**src/rtl/instruction_utils.sv**
```systemverilog
// Shared fetch-stage definitions: state encoding and instruction/PC constants.
package instruction_utils;

  localparam logic [31:0] INSTR_NOP        = 32'h0000_0013;  // addi x0,x0,0
  localparam logic [31:0] RESET_PC_DEFAULT = 32'h0000_0000;

  typedef enum logic [1:0] {
    FETCH,
    HOLD,
    WAIT_BR,
    TRAP
  } fetch_state_e;

endpackage

```
**src/rtl/fetch.sv**
```systemverilog
// Instruction fetch stage: single outstanding memory request, one-entry
// instruction holding register, redirect handling and misaligned-target trap.
module fetch #(
  parameter logic [31:0] RESET_PC  = instruction_utils::RESET_PC_DEFAULT,
  parameter logic [31:0] NOP_INSTR = instruction_utils::INSTR_NOP
) (
  input  logic        clk,
  input  logic        rst_n,
  output logic        imem_req,
  output logic [31:0] imem_addr,
  input  logic        imem_rvalid,
  input  logic [31:0] imem_rdata,
  output logic [31:0] instr,
  output logic [31:0] instr_pc,
  output logic        instr_valid,
  input  logic        id_ready,
  input  logic        stall_if,
  input  logic        redirect_valid,
  input  logic [31:0] redirect_pc,
  output logic        misaligned
);
  import instruction_utils::*;

  fetch_state_e state_q, state_d;
  logic [31:0]  pc_q, pc_d;
  logic [31:0]  tgt_q, tgt_d;
  logic [31:0]  instr_q, instr_d;
  logic [31:0]  ipc_q, ipc_d;
  logic         valid_q, valid_d;
  logic         discard_q, discard_d;
  logic         mis_q, mis_d;
  logic         run_q;

  logic req, resp, outstanding, tgt_aligned;

  // A TRAP entered mid-request keeps the request up until its response drains.
  assign req         = run_q && ((state_q == FETCH) || ((state_q == TRAP) && discard_q));
  assign resp        = req && imem_rvalid;
  assign outstanding = req && !imem_rvalid;
  assign tgt_aligned = (redirect_pc[1:0] == 2'b00);

  assign imem_req    = req;
  assign imem_addr   = pc_q;
  assign instr       = instr_q;
  assign instr_pc    = ipc_q;
  assign instr_valid = valid_q;
  assign misaligned  = mis_q;

  always_comb begin
    state_d   = state_q;
    pc_d      = pc_q;
    tgt_d     = tgt_q;
    instr_d   = instr_q;
    ipc_d     = ipc_q;
    valid_d   = valid_q;
    discard_d = discard_q;
    mis_d     = mis_q;

    if (redirect_valid) begin
      valid_d   = 1'b0;
      instr_d   = NOP_INSTR;
      mis_d     = !tgt_aligned;
      state_d   = tgt_aligned ? FETCH : TRAP;
      // With a request in flight the address must stay put; the target is
      // parked and loaded into pc when the stale response arrives.
      discard_d = outstanding;
      tgt_d     = redirect_pc;
      if (!outstanding && tgt_aligned) pc_d = redirect_pc;
    end else begin
      case (state_q)
        FETCH: begin
          if (resp) begin
            if (discard_q) begin
              discard_d = 1'b0;
              pc_d      = tgt_q;
            end else begin
              state_d = HOLD;
              instr_d = imem_rdata;
              ipc_d   = pc_q;
              valid_d = 1'b1;
            end
          end
        end
        HOLD: begin
          if (id_ready) begin
            valid_d = 1'b0;
            instr_d = NOP_INSTR;
            if (stall_if) begin
              state_d = WAIT_BR;
            end else begin
              state_d = FETCH;
              pc_d    = pc_q + 32'd4;
            end
          end
        end
        WAIT_BR: state_d = WAIT_BR;
        TRAP: begin
          if (resp) discard_d = 1'b0;
        end
        default: state_d = FETCH;
      endcase
    end
  end

  always_ff @(posedge clk or negedge rst_n) begin
    if (!rst_n) begin
      state_q   <= FETCH;
      pc_q      <= RESET_PC;
      tgt_q     <= '0;
      instr_q   <= NOP_INSTR;
      ipc_q     <= '0;
      valid_q   <= 1'b0;
      discard_q <= 1'b0;
      mis_q     <= 1'b0;
      run_q     <= 1'b0;
    end else begin
      state_q   <= state_d;
      pc_q      <= pc_d;
      tgt_q     <= tgt_d;
      instr_q   <= instr_d;
      ipc_q     <= ipc_d;
      valid_q   <= valid_d;
      discard_q <= discard_d;
      mis_q     <= mis_d;
      run_q     <= 1'b1;
    end
  end

endmodule

```
**config.mk**
```make
export PLATFORM = sky130hd
export DESIGN_NAME = fetch
export DESIGN_NICKNAME = d
export VERILOG_FILES = /design/src/rtl/instruction_utils.sv /design/src/rtl/fetch.sv
export SDC_FILE = /design/constraint.sdc
export NUM_CORES = 1
export LEC_CHECK = 0
export CAP_MARGIN = 0
export CORE_AREA = 2 2 130 132
export DETAILED_ROUTE_END_ITERATION = 8
export DIE_AREA = 0 0 132 134
export HOLD_SLACK_MARGIN = 0.05
export PLACE_DENSITY_LB_ADDON = 0.1
export REMOVE_ABC_BUFFERS = 1
export SLEW_MARGIN = 20
export SYNTH_ARGS = -nofsm -noshare
export SYNTH_HDL_FRONTEND = slang
export SYNTH_SLANG_ARGS = --single-unit
```
**constraint.sdc**
```tcl
create_clock -name clk -period 4.5 [get_ports clk]
set_input_delay 0.675 -clock clk [delete_from_list [all_inputs] [get_ports clk]]
set_output_delay 0.675 -clock clk [all_outputs]
set_load 0.02 [all_outputs]
```
==> results_dict.tcl <==
set metrics [dict create \
    fin_ws_ns 1.61 \
    synth.most_common_cell "dfrtp_1" \
    drv_cap 0 \
    cts_hold_buf 0 \
    first_pass_iters 5 \
    synth_area_um2 6420 \
    drc 0 \
    min_period_ns 2.89 \
    yosys_warnings 0 \
    finClkSkew_ns 0.00587 \
    h-tree-depth 4 \
    drt-met1-wl_mm 7.49 \
    slowest_delay_ns 0.63 \
    cts-root-buf "clkbuf_16" \
    hold_viol 0 \
    finalSetupViolCount 0 \
    worstPathCellList "inv_1, ha_1, a21oi_1, nor2_1, clkdlybuf4s50_1" \
    crit_path_start "state_q[1]" \
    vias 5368 \
    max_slew_margin_pct 36.7 \
    grt_pass1_vias 5396 \
    cts.clk_slew.worst_paths_ns 0.06 \
    routed.top_layer "met4" \
    die_y_um 134 \
    rows 47 \
    grt_max_degree 102 \
    grt_usage_pct 19.9 \
    end_kind "output pin" \
    critPathLaunchType "flip-flop" \
    route.met2.wl_mm 7.86 \
    netlist_top_cells_count "dfrtp_1 (131), o21ai_0 (56), mux2_2 (52), inv_1 (45)" \
    initialDrtViolationCount 303 \
    postCtsSetupBuffers 0 \
    syn-mean-instance-area_um2 10.3 \
    dp.final_hpwl_mm 11.4 \
    place_ws_ns 1.45 \
    num-fill-cells 1447 \
    async_reset_ff_share_pct 100 \
    p_leak_nw 3.72 \
    report.final.slew_viol_count 0 \
    synth-edff-count 0 \
    ir_drop_mv 0.289 \
    reg2reg_from "state_q[1]" \
    period_share_pct 64.3 \
    powerDensity_nw_per_um2 613 \
    multi_input_area_um2 2730 \
    synthFlopType "dfrtp_1" \
    io_pins 169 \
    portBuffers 168 \
    crit_type "reg2out" \
    cts_tree "done" \
    synth_top_area_share_pct 51.1 \
    clk-insertion-delay-late_ns 0.42 \
    ys_seq_elements 134 \
    die_w_um 132 \
    wire_per_inst_um 16.8 \
    gp_congestion 0.851 \
    core_area_um2 16300 \
    seq_area_um2 3360 \
    crit_slowest_cell "clkdlybuf4s50_1" \
    area_growth_syn_to_layout_pct 37.2 \
    ys_seq_area_share_pct 52.3 \
    clock-sinks 134 \
    numCtsBuffers 17 \
    rsz0062_at_grt "no" \
    dr_wl_met3_mm 1.23 \
    drive_gt1_share_pct 14.0 \
    routed_wl_mm 16.9 \
    cp_data_arrival_time_ns 2.22 \
    grt_overflow 0 \
    grt_antenna_before_repair 0 \
    dieArea_um2 17700 \
    ys_types 66 \
    required_ns 3.83 \
    synth_top_area_cell "dfrtp_1" \
    synthTopCellsByArea "dfrtp_1 (51%), mux2_2 (9.1%), o21ai_0 (4.4%), nand3_1 (3.2%), inv_1 (2.6%)" \
    finalSetupTns_ns 0 \
    status "finished, final reports clean" \
    cts_resized 0 \
    max_freq_ghz 0.346 \
    critPathMaxFanout 8 \
    start_util_pct 39.4 \
    min_path_type "in2async" \
    worst_pin_slew_ns 0.950 \
    synthCells 624 \
    grt_pass1_wl_mm 27.8 \
    clockBufferDepth 2 \
    ant_nets 0 \
    num-nets-final 853 \
    antenna_cells 0 \
    via_per_inst 5.33 \
]
==> per-layer routing <==
metal | global-route usage [%] | up-vias
met1 | 25.4 | 2616
met5 | 0 | -
met4 | 8.09 | 0
met3 | 6.76 | 25
met2 | 31.1 | 183
li1 | - | 2544
==> cell type report <==
type	instances	area share [%]
Sequential cell	134	38.1
Multi-Input combinational cell	404	31.0
Timing Repair Buffer	174	19.6
Clock buffer	25	5.74
Tap cell	220	3.12
Inverter	47	2.00
Clock inverter	4	0.511
==> logic make-up (layout without fill, tap and decap cells) <==
kind of cell | after synthesis | after routing | synth area share, %
buffers and inverters | 86 | 250 | 5.53
xor gates and xnor gates | 2 | 2 | 0.273
other | 1 | 1 | 0.0584
and+or+nand+nor | 164 | 164 | 13.0
DFF | 134 | 134 | 52.3
adders and majority gates | 5 | 5 | 0.974
AOI/OAI and AO/OA | 173 | 173 | 17.6
muxes | 59 | 59 | 10.2
==> critical path: cells and delay by family, from the launching register on <==
family | cells | cell delay [ns]
buffers and inverters | 2 | 0.74
and+or+nand+nor | 1 | 0.16
DFF | 1 | 0.40
AOI/OAI and AO/OA | 1 | 0.12
adders and majority gates | 1 | 0.38
==> placed cells by master, fill, tap and decap left out, types with 3 or more instances in the layout <==
cell type / Yosys / final
a21oi_1: 21 / 21
a221oi_1: 3 / 3
a222oi_1: 3 / 3
a22o_1: 8 / 8
a22oi_1: 6 / 6
a31oi_1: 10 / 10
a41oi_1: 4 / 4
and2_1: 4 / 4
and3_1: 11 / 11
buf_4: 0 / 6
clkbuf_1: 10 / 3
clkbuf_16: 0 / 17
clkbuf_8: 0 / 5
clkdlybuf4s50_1: 0 / 166
clkinv_2: 0 / 3
dfrtp_1: 131 / 131
dfstp_2: 3 / 3
ha_1: 5 / 5
inv_1: 45 / 45
mux2_2: 52 / 52
mux2i_1: 5 / 5
nand2_1: 36 / 35
nand3_1: 41 / 41
nand4_1: 6 / 6
nor2_1: 41 / 40
nor3_1: 7 / 7
o211ai_1: 3 / 3
o21ai_0: 56 / 56
o21ai_1: 29 / 29
o2bb2ai_1: 6 / 6
o31a_1: 4 / 4
==> where the power goes <==
part           internal, mW  switching, mW  total, mW  leakage, nW
registers              1.57          0.393       1.97         1.69
logic                 0.990           1.13       2.12         1.76
clock network         0.821          0.489       1.31        0.275
total                  3.38           2.02       5.40         3.72
==> registers in the layout (all words and copies together) (netlist names) <==
name / cells
misaligned: 1
run_q: 1
imem_addr: 32
instr: 32
tgt_q: 32
state_q: 2
instr_pc: 32
discard_q: 1
instr_valid: 1
==> path summary, 6_finish.rpt <==
path,end,slack (ns),cells past startpoint
worst min-delay path,misaligned,0.36,1
worst max-delay path,imem_req,1.61,5
worst min register to register,instr_pc[26],0.47,2
min in group clk,instr_pc[26],0.47,2
worst max register to register,imem_addr[23],1.66,7
max in group asynchronous,instr[1],3.08,2
==> stage by stage <==
stage               power [mW]  cells  hold slack, ns  utilization, %  cell area (um^2)
global placement          4.06    979           0.461            50.7              8250
global route              5.72   1008           0.461            54.1              8810
finish                    5.40   1008           0.359            54.1              8810
floorplan                 3.04    585           0.379               -              6240
CTS                       5.44   1008           0.421            54.0              8800
detailed placement        4.11    979           0.470            50.7              8250
(Power assumes the default switching activity.)
